$ cat src/rtl/apb_intc.sv
// apb_intc: APB-programmable interrupt controller.
//
// Collects NUM_SRC active-high request lines into per-source pending bits
// (edge or level capture per source), masks them with a per-source enable,
// drives one registered interrupt request and exposes the lowest-numbered
// active source as a claim ID.
//
// Ports:
//   apb_pclk     clock, rising edge
//   apb_prst     synchronous active-high reset
//   apb_psel     APB select
//   apb_paddr    4-bit register byte address
//   apb_pwrite   1 = write, 0 = read
//   apb_penable  APB access phase
//   apb_pwdata   32-bit write data
//   apb_prdata   32-bit read data (combinational, 0 unless reading)
//   src_i        interrupt request lines, bit 0 is the timer
//   irq_o        registered interrupt request to the CPU
//
// Register map (full 4-bit decode):
//   0x0 ENABLE  RW
//   0x4 MODE    RW   1 = edge capture, 0 = level capture
//   0x8 PENDING R, W1C (a coincident set wins over the clear)
//   0xC CLAIM   RO   bit31 = any_active, bits[4:0] = lowest active id

module apb_intc #(
    parameter int unsigned NUM_SRC = 8,
    parameter bit          SYNC_EN = 1'b0
) (
    input  logic               apb_pclk,
    input  logic               apb_prst,
    input  logic               apb_psel,
    input  logic [3:0]         apb_paddr,
    input  logic               apb_pwrite,
    input  logic               apb_penable,
    input  logic [31:0]        apb_pwdata,
    output logic [31:0]        apb_prdata,
    input  logic [NUM_SRC-1:0] src_i,
    output logic               irq_o
);

    localparam logic [3:0] ADDR_ENABLE  = 4'h0;
    localparam logic [3:0] ADDR_MODE    = 4'h4;
    localparam logic [3:0] ADDR_PENDING = 4'h8;
    localparam logic [3:0] ADDR_CLAIM   = 4'hC;

    logic               we;
    logic               re;
    logic [NUM_SRC-1:0] s;
    logic [NUM_SRC-1:0] s_q;
    logic [NUM_SRC-1:0] enable_q, enable_d;
    logic [NUM_SRC-1:0] mode_q, mode_d;
    logic [NUM_SRC-1:0] pending_q, pending_d;
    logic               irq_q, irq_d;
    logic [NUM_SRC-1:0] set;
    logic [NUM_SRC-1:0] w1c;
    logic [NUM_SRC-1:0] active;
    logic               any_active;
    logic [4:0]         claim_id;
    logic               claim_found;
    logic [31:0]        rdata;
    // Write-data bits above NUM_SRC are legitimately ignored.
    logic               unused_pwdata;

    assign we            = apb_psel & apb_penable & apb_pwrite;
    assign re            = apb_psel & apb_penable & ~apb_pwrite;
    assign unused_pwdata = ^apb_pwdata;

    // Optional two-flop synchronizer for asynchronous sources.
    if (SYNC_EN) begin : g_sync
        logic [NUM_SRC-1:0] sync1_q;
        logic [NUM_SRC-1:0] sync2_q;

        always_ff @(posedge apb_pclk) begin
            if (apb_prst) begin
                sync1_q <= '0;
                sync2_q <= '0;
            end else begin
                sync1_q <= src_i;
                sync2_q <= sync1_q;
            end
        end

        assign s = sync2_q;
    end else begin : g_direct
        assign s = src_i;
    end

    always_comb begin
        enable_d = enable_q;
        mode_d   = mode_q;
        w1c      = '0;

        if (we) begin
            case (apb_paddr)
                ADDR_ENABLE:  enable_d = apb_pwdata[NUM_SRC-1:0];
                ADDR_MODE:    mode_d   = apb_pwdata[NUM_SRC-1:0];
                ADDR_PENDING: w1c      = apb_pwdata[NUM_SRC-1:0];
                default:      ;
            endcase
        end

        // Edge sources set on a rising sample, level sources whenever high.
        set       = (mode_q & s & ~s_q) | (~mode_q & s);
        pending_d = set | (pending_q & ~w1c);

        active     = pending_q & enable_q;
        any_active = |active;
        irq_d      = any_active;
    end

    // Lowest-numbered active source wins; id stays 0 when nothing is active.
    always_comb begin
        claim_id    = '0;
        claim_found = 1'b0;
        for (int unsigned i = 0; i < NUM_SRC; i++) begin
            if (active[i] && !claim_found) begin
                claim_id    = 5'(i);
                claim_found = 1'b1;
            end
        end
    end

    always_comb begin
        rdata = '0;
        case (apb_paddr)
            ADDR_ENABLE:  rdata[NUM_SRC-1:0] = enable_q;
            ADDR_MODE:    rdata[NUM_SRC-1:0] = mode_q;
            ADDR_PENDING: rdata[NUM_SRC-1:0] = pending_q;
            ADDR_CLAIM: begin
                rdata[31]  = any_active;
                rdata[4:0] = claim_id;
            end
            default:      ;
        endcase
        apb_prdata = re ? rdata : '0;
    end

    always_ff @(posedge apb_pclk) begin
        if (apb_prst) begin
            s_q       <= '0;
            enable_q  <= '0;
            mode_q    <= '0;
            pending_q <= '0;
            irq_q     <= 1'b0;
        end else begin
            s_q       <= s;
            enable_q  <= enable_d;
            mode_q    <= mode_d;
            pending_q <= pending_d;
            irq_q     <= irq_d;
        end
    end

    assign irq_o = irq_q;

endmodule
$ cat config.mk
export PLATFORM = sky130hd
export DESIGN_NAME = apb_intc
export DESIGN_NICKNAME = d
export VERILOG_FILES = /design/src/rtl/apb_intc.sv
export SDC_FILE = /design/constraint.sdc
export NUM_CORES = 1
export LEC_CHECK = 0
export CORE_ASPECT_RATIO = 1.2
export CORE_MARGIN = 2
export CORE_UTILIZATION = 38
export CTS_BUF_LIST = sky130_fd_sc_hd__clkbuf_2 sky130_fd_sc_hd__clkbuf_4 sky130_fd_sc_hd__clkbuf_8
export DETAILED_ROUTE_END_ITERATION = 10
export PLACE_DENSITY = 0.82
export RECOVER_POWER = 100
export SLEW_MARGIN = 5
export SYNTH_ARGS = -nofsm -noshare
export SYNTH_HDL_FRONTEND = slang
export SYNTH_SLANG_ARGS = --single-unit
export TNS_END_PERCENT = 30
$ cat constraint.sdc
create_clock -name apb_pclk -period 1.37 [get_ports apb_pclk]
set_input_delay 0.274 -clock apb_pclk [delete_from_list [all_inputs] [get_ports apb_pclk]]
set_output_delay 0.274 -clock apb_pclk [all_outputs]
set_load 0.01 [all_outputs]
==> impl_metrics.py <==
metrics = {
    "run_status": {
        "status": "finished with violations",
        "violations": "setup timing",
    },
    "clock_network": {
        "cts_tree": "yes",
        "cts_buffers": 5,
        "cts_root_buf": "clkbuf_8",
        "ctsHoldBuffers": 0,
        "clk_pin_slew_ns": 0.07,
        "htree_levels": 2,
        "cts.path.max_buffers": 2,
        "clk_latency_ns": 0.29,
        "cts.sinks": 33,
    },
    "synth": {
        "synthCells": 200,
        "ys_top_cells_by_area": "dfxtp_1 (39%), mux2i_1 (12%), buf_4 (11%)",
        "ys_seq_elements": 33,
        "synth_edf_count": 0,
        "yosysWarnings": 0,
        "synth_common_cells": "dfxtp_1 (33), nor2_1 (31), buf_4 (24)",
        "ys_types": 32,
        "yosysTopAreaCell": "dfxtp_1",
        "synth_area_per_cell_um2": 8.55,
        "synth_top_area_frac": 0.386,
        "yosysMostFrequentCell": "dfxtp_1",
        "ys.flop_type": "dfxtp_1",
        "ys_seq_area_frac": 0.386,
        "synth.cell_area_mm2": 0.00171,
        "synthArstFlopShare": 0,
    },
    "floorplanning": {
        "rows": 26,
        "initial_core_util": 0.398,
        "die_w_um": 65.2,
        "design.die.area_mm2": 0.00506,
        "die_h_um": 77.5,
        "core-area_mm2": 0.00429,
        "io_pins": 82,
    },
    "placed_design": {
        "dp_hpwl_um": 3380,
        "gp_congestion": 0.854,
        "postPlaceCellArea_mm2": 0.00235,
        "dp_slack_ns": -1.02,
        "io_buffers": 34,
    },
    "timing": {
        "min_period_ns": 1.79,
        "fmax_ghz": 0.558,
        "fin_ws_ns": -0.424,
        "drv_slew": 0,
        "min_period_over_period": 1.31,
        "rsz0062_at_grt": "yes",
        "tns_ns": -2.68,
        "hold_viol": 0,
        "whs_ns": 0.476,
        "fin_skew_ns": 0.0115,
        "finalSetupViolations": 17,
    },
    "route": {
        "drc": 0,
        "drt_iter0_drc": 130,
        "ant_nets": 0,
        "vias": 1692,
        "vias_per_cell": 4.99,
        "dr.pass1.iters": 4,
        "wl_per_cell_um": 14.6,
        "drt_wl_total_um": 4940,
    },
    "worst_hold_path": {
        "hold_class": "reg -> reg",
    },
    "setup_path": {
        "crit_path_cell_trace": "a22oi_2 > buf_4 > o21ai_2 > a32oi_1 > nor2_1 > buf_2",
        "worst-path-buf-inv": 2,
        "start_kind": "register",
        "cp_top_family": "compound AO/OA/AOI/OAI gates",
        "end_kind": "output port",
        "crit_type": "reg -> out",
        "path_max_fanout": 2,
        "worstPathRequired_ns": 1.10,
        "slowest_stage": "dfxtp_2",
        "critical-path-max-stage-delay_ns": 0.32,
        "arrival_ns": 1.52,
    },
    "final_layout": {
        "fillers": 379,
        "drive_above_1_share": 0.367,
        "antenna_cells": 0,
        "nNetsFinal": 331,
        "stdcell_area_mm2": 0.00256,
        "area_delta_synth_final_pct": 50.0,
    },
    "global_route": {
        "grt_pass1_wl_um": 7610,
        "grt_overflow_total": 0,
        "antenna_found_initial": 0,
        "grt_pass1_vias": 1672,
        "grt_max_degree": 18,
        "track_usage": 0.193,
    },
    "power": {
        "p_leak_nw": 1.12,
        "vdd_drop_max_mv": 0.663,
        "power_mw": 2.05,
        "power_density_mw_per_mm2": 799,
    },
    "job": {
        "maxCapViolations": 0,
    },
}
logic make-up after synthesis:
family / after synthesis / share of synthesized area
and+or+nand+nor: 80 / 0.224
buffers and inverters: 34 / 0.132
DFF: 33 / 0.386
AOI/OAI and AO/OA: 31 / 0.132
muxes: 21 / 0.124
other: 1 / 0.00219
power breakdown:
group | switching, mW | internal (mW) | total, mW | leakage (nW)
clock | 0.346 | 0.371 | 0.717 | 0.0484
sequential | 0.0201 | 0.995 | 1.02 | 0.275
combinational | 0.155 | 0.162 | 0.317 | 0.794
total | 0.521 | 1.53 | 2.05 | 1.12
layout make-up:
type	count	area [µm²]	area share
clock inverters	2	10.0	0.00390
inverters	2	7.51	0.00293
multi-input cells	156	1040	0.406
flip-flops and latches	33	673	0.262
repair buffers	84	687	0.268
clock buffers	6	76.3	0.0298
well taps	56	70.1	0.0273
metal layers:
layer / part of all wire / up-vias / GRT usage
met5: 0 / - / 0
met4: 0.021 / 0 / 0.0896
met3: 0.063 / 9 / 0.0464
met2: 0.51 / 73 / 0.330
met1: 0.41 / 794 / 0.224
li1: - / 816 / -
cell usage in the layout (no fill, tap or decap), drive strengths merged, types with 2 or more instances in the layout:
| master | count |
|---|---|
| a21oi | 9 |
| a22oi | 6 |
| a31oi | 2 |
| a32o | 7 |
| and4bb | 2 |
| buf | 56 |
| clkbuf | 12 |
| clkdlybuf4s50 | 16 |
| clkinv | 2 |
| conb | 23 |
| dfxtp | 33 |
| dlygate4sd2 | 4 |
| inv | 2 |
| mux2i | 20 |
| nand2 | 23 |
| nand2b | 3 |
| nand3 | 7 |
| nor2 | 31 |
| nor2b | 9 |
| o21ai | 2 |
| o2bb2ai | 2 |
state kept, by name (all words and copies together) (netlist names):
signal and cells:
enable_q 8, mode_q 8, pending_q 8, s_q 8, irq_o 1
path summary, 6_finish.rpt:
kind | to | depth (start not counted) | slack [ns] | start
max | apb_prdata[1] | 6 | -0.42 | pending_q[3]
max reg2reg | irq_o | 6 | 0.16 | pending_q[7]
min | pending_q[6] | 2 | 0.48 | s_q[6]
min reg2reg | pending_q[6] | 2 | 0.48 | s_q[6]
tightest hold or removal path: cells and delay by family, from the launching register on:
kind	cells	cell delay [ns]
flops	1	0.30
compound gates	1	0.11
simple gates	1	0.05
stage by stage:
step                std cells  utilization
floorplan                 222            -
global placement          325        0.546
detailed placement        325        0.546
CTS                       337        0.586
global route              339        0.597
finish                    339        0.597
timing repair:
| action | CTS | global route |
|---|---|---|
| gates resized for setup | 82 | 27 |
| cloned | 2 | 0 |
| endpoints found under the setup margin | 34 | 31 |
| pin swaps | 10 | 14 |
| buffers inserted | 3 | 2 |
No activity file was read; power rests on OpenSTA's default activity.
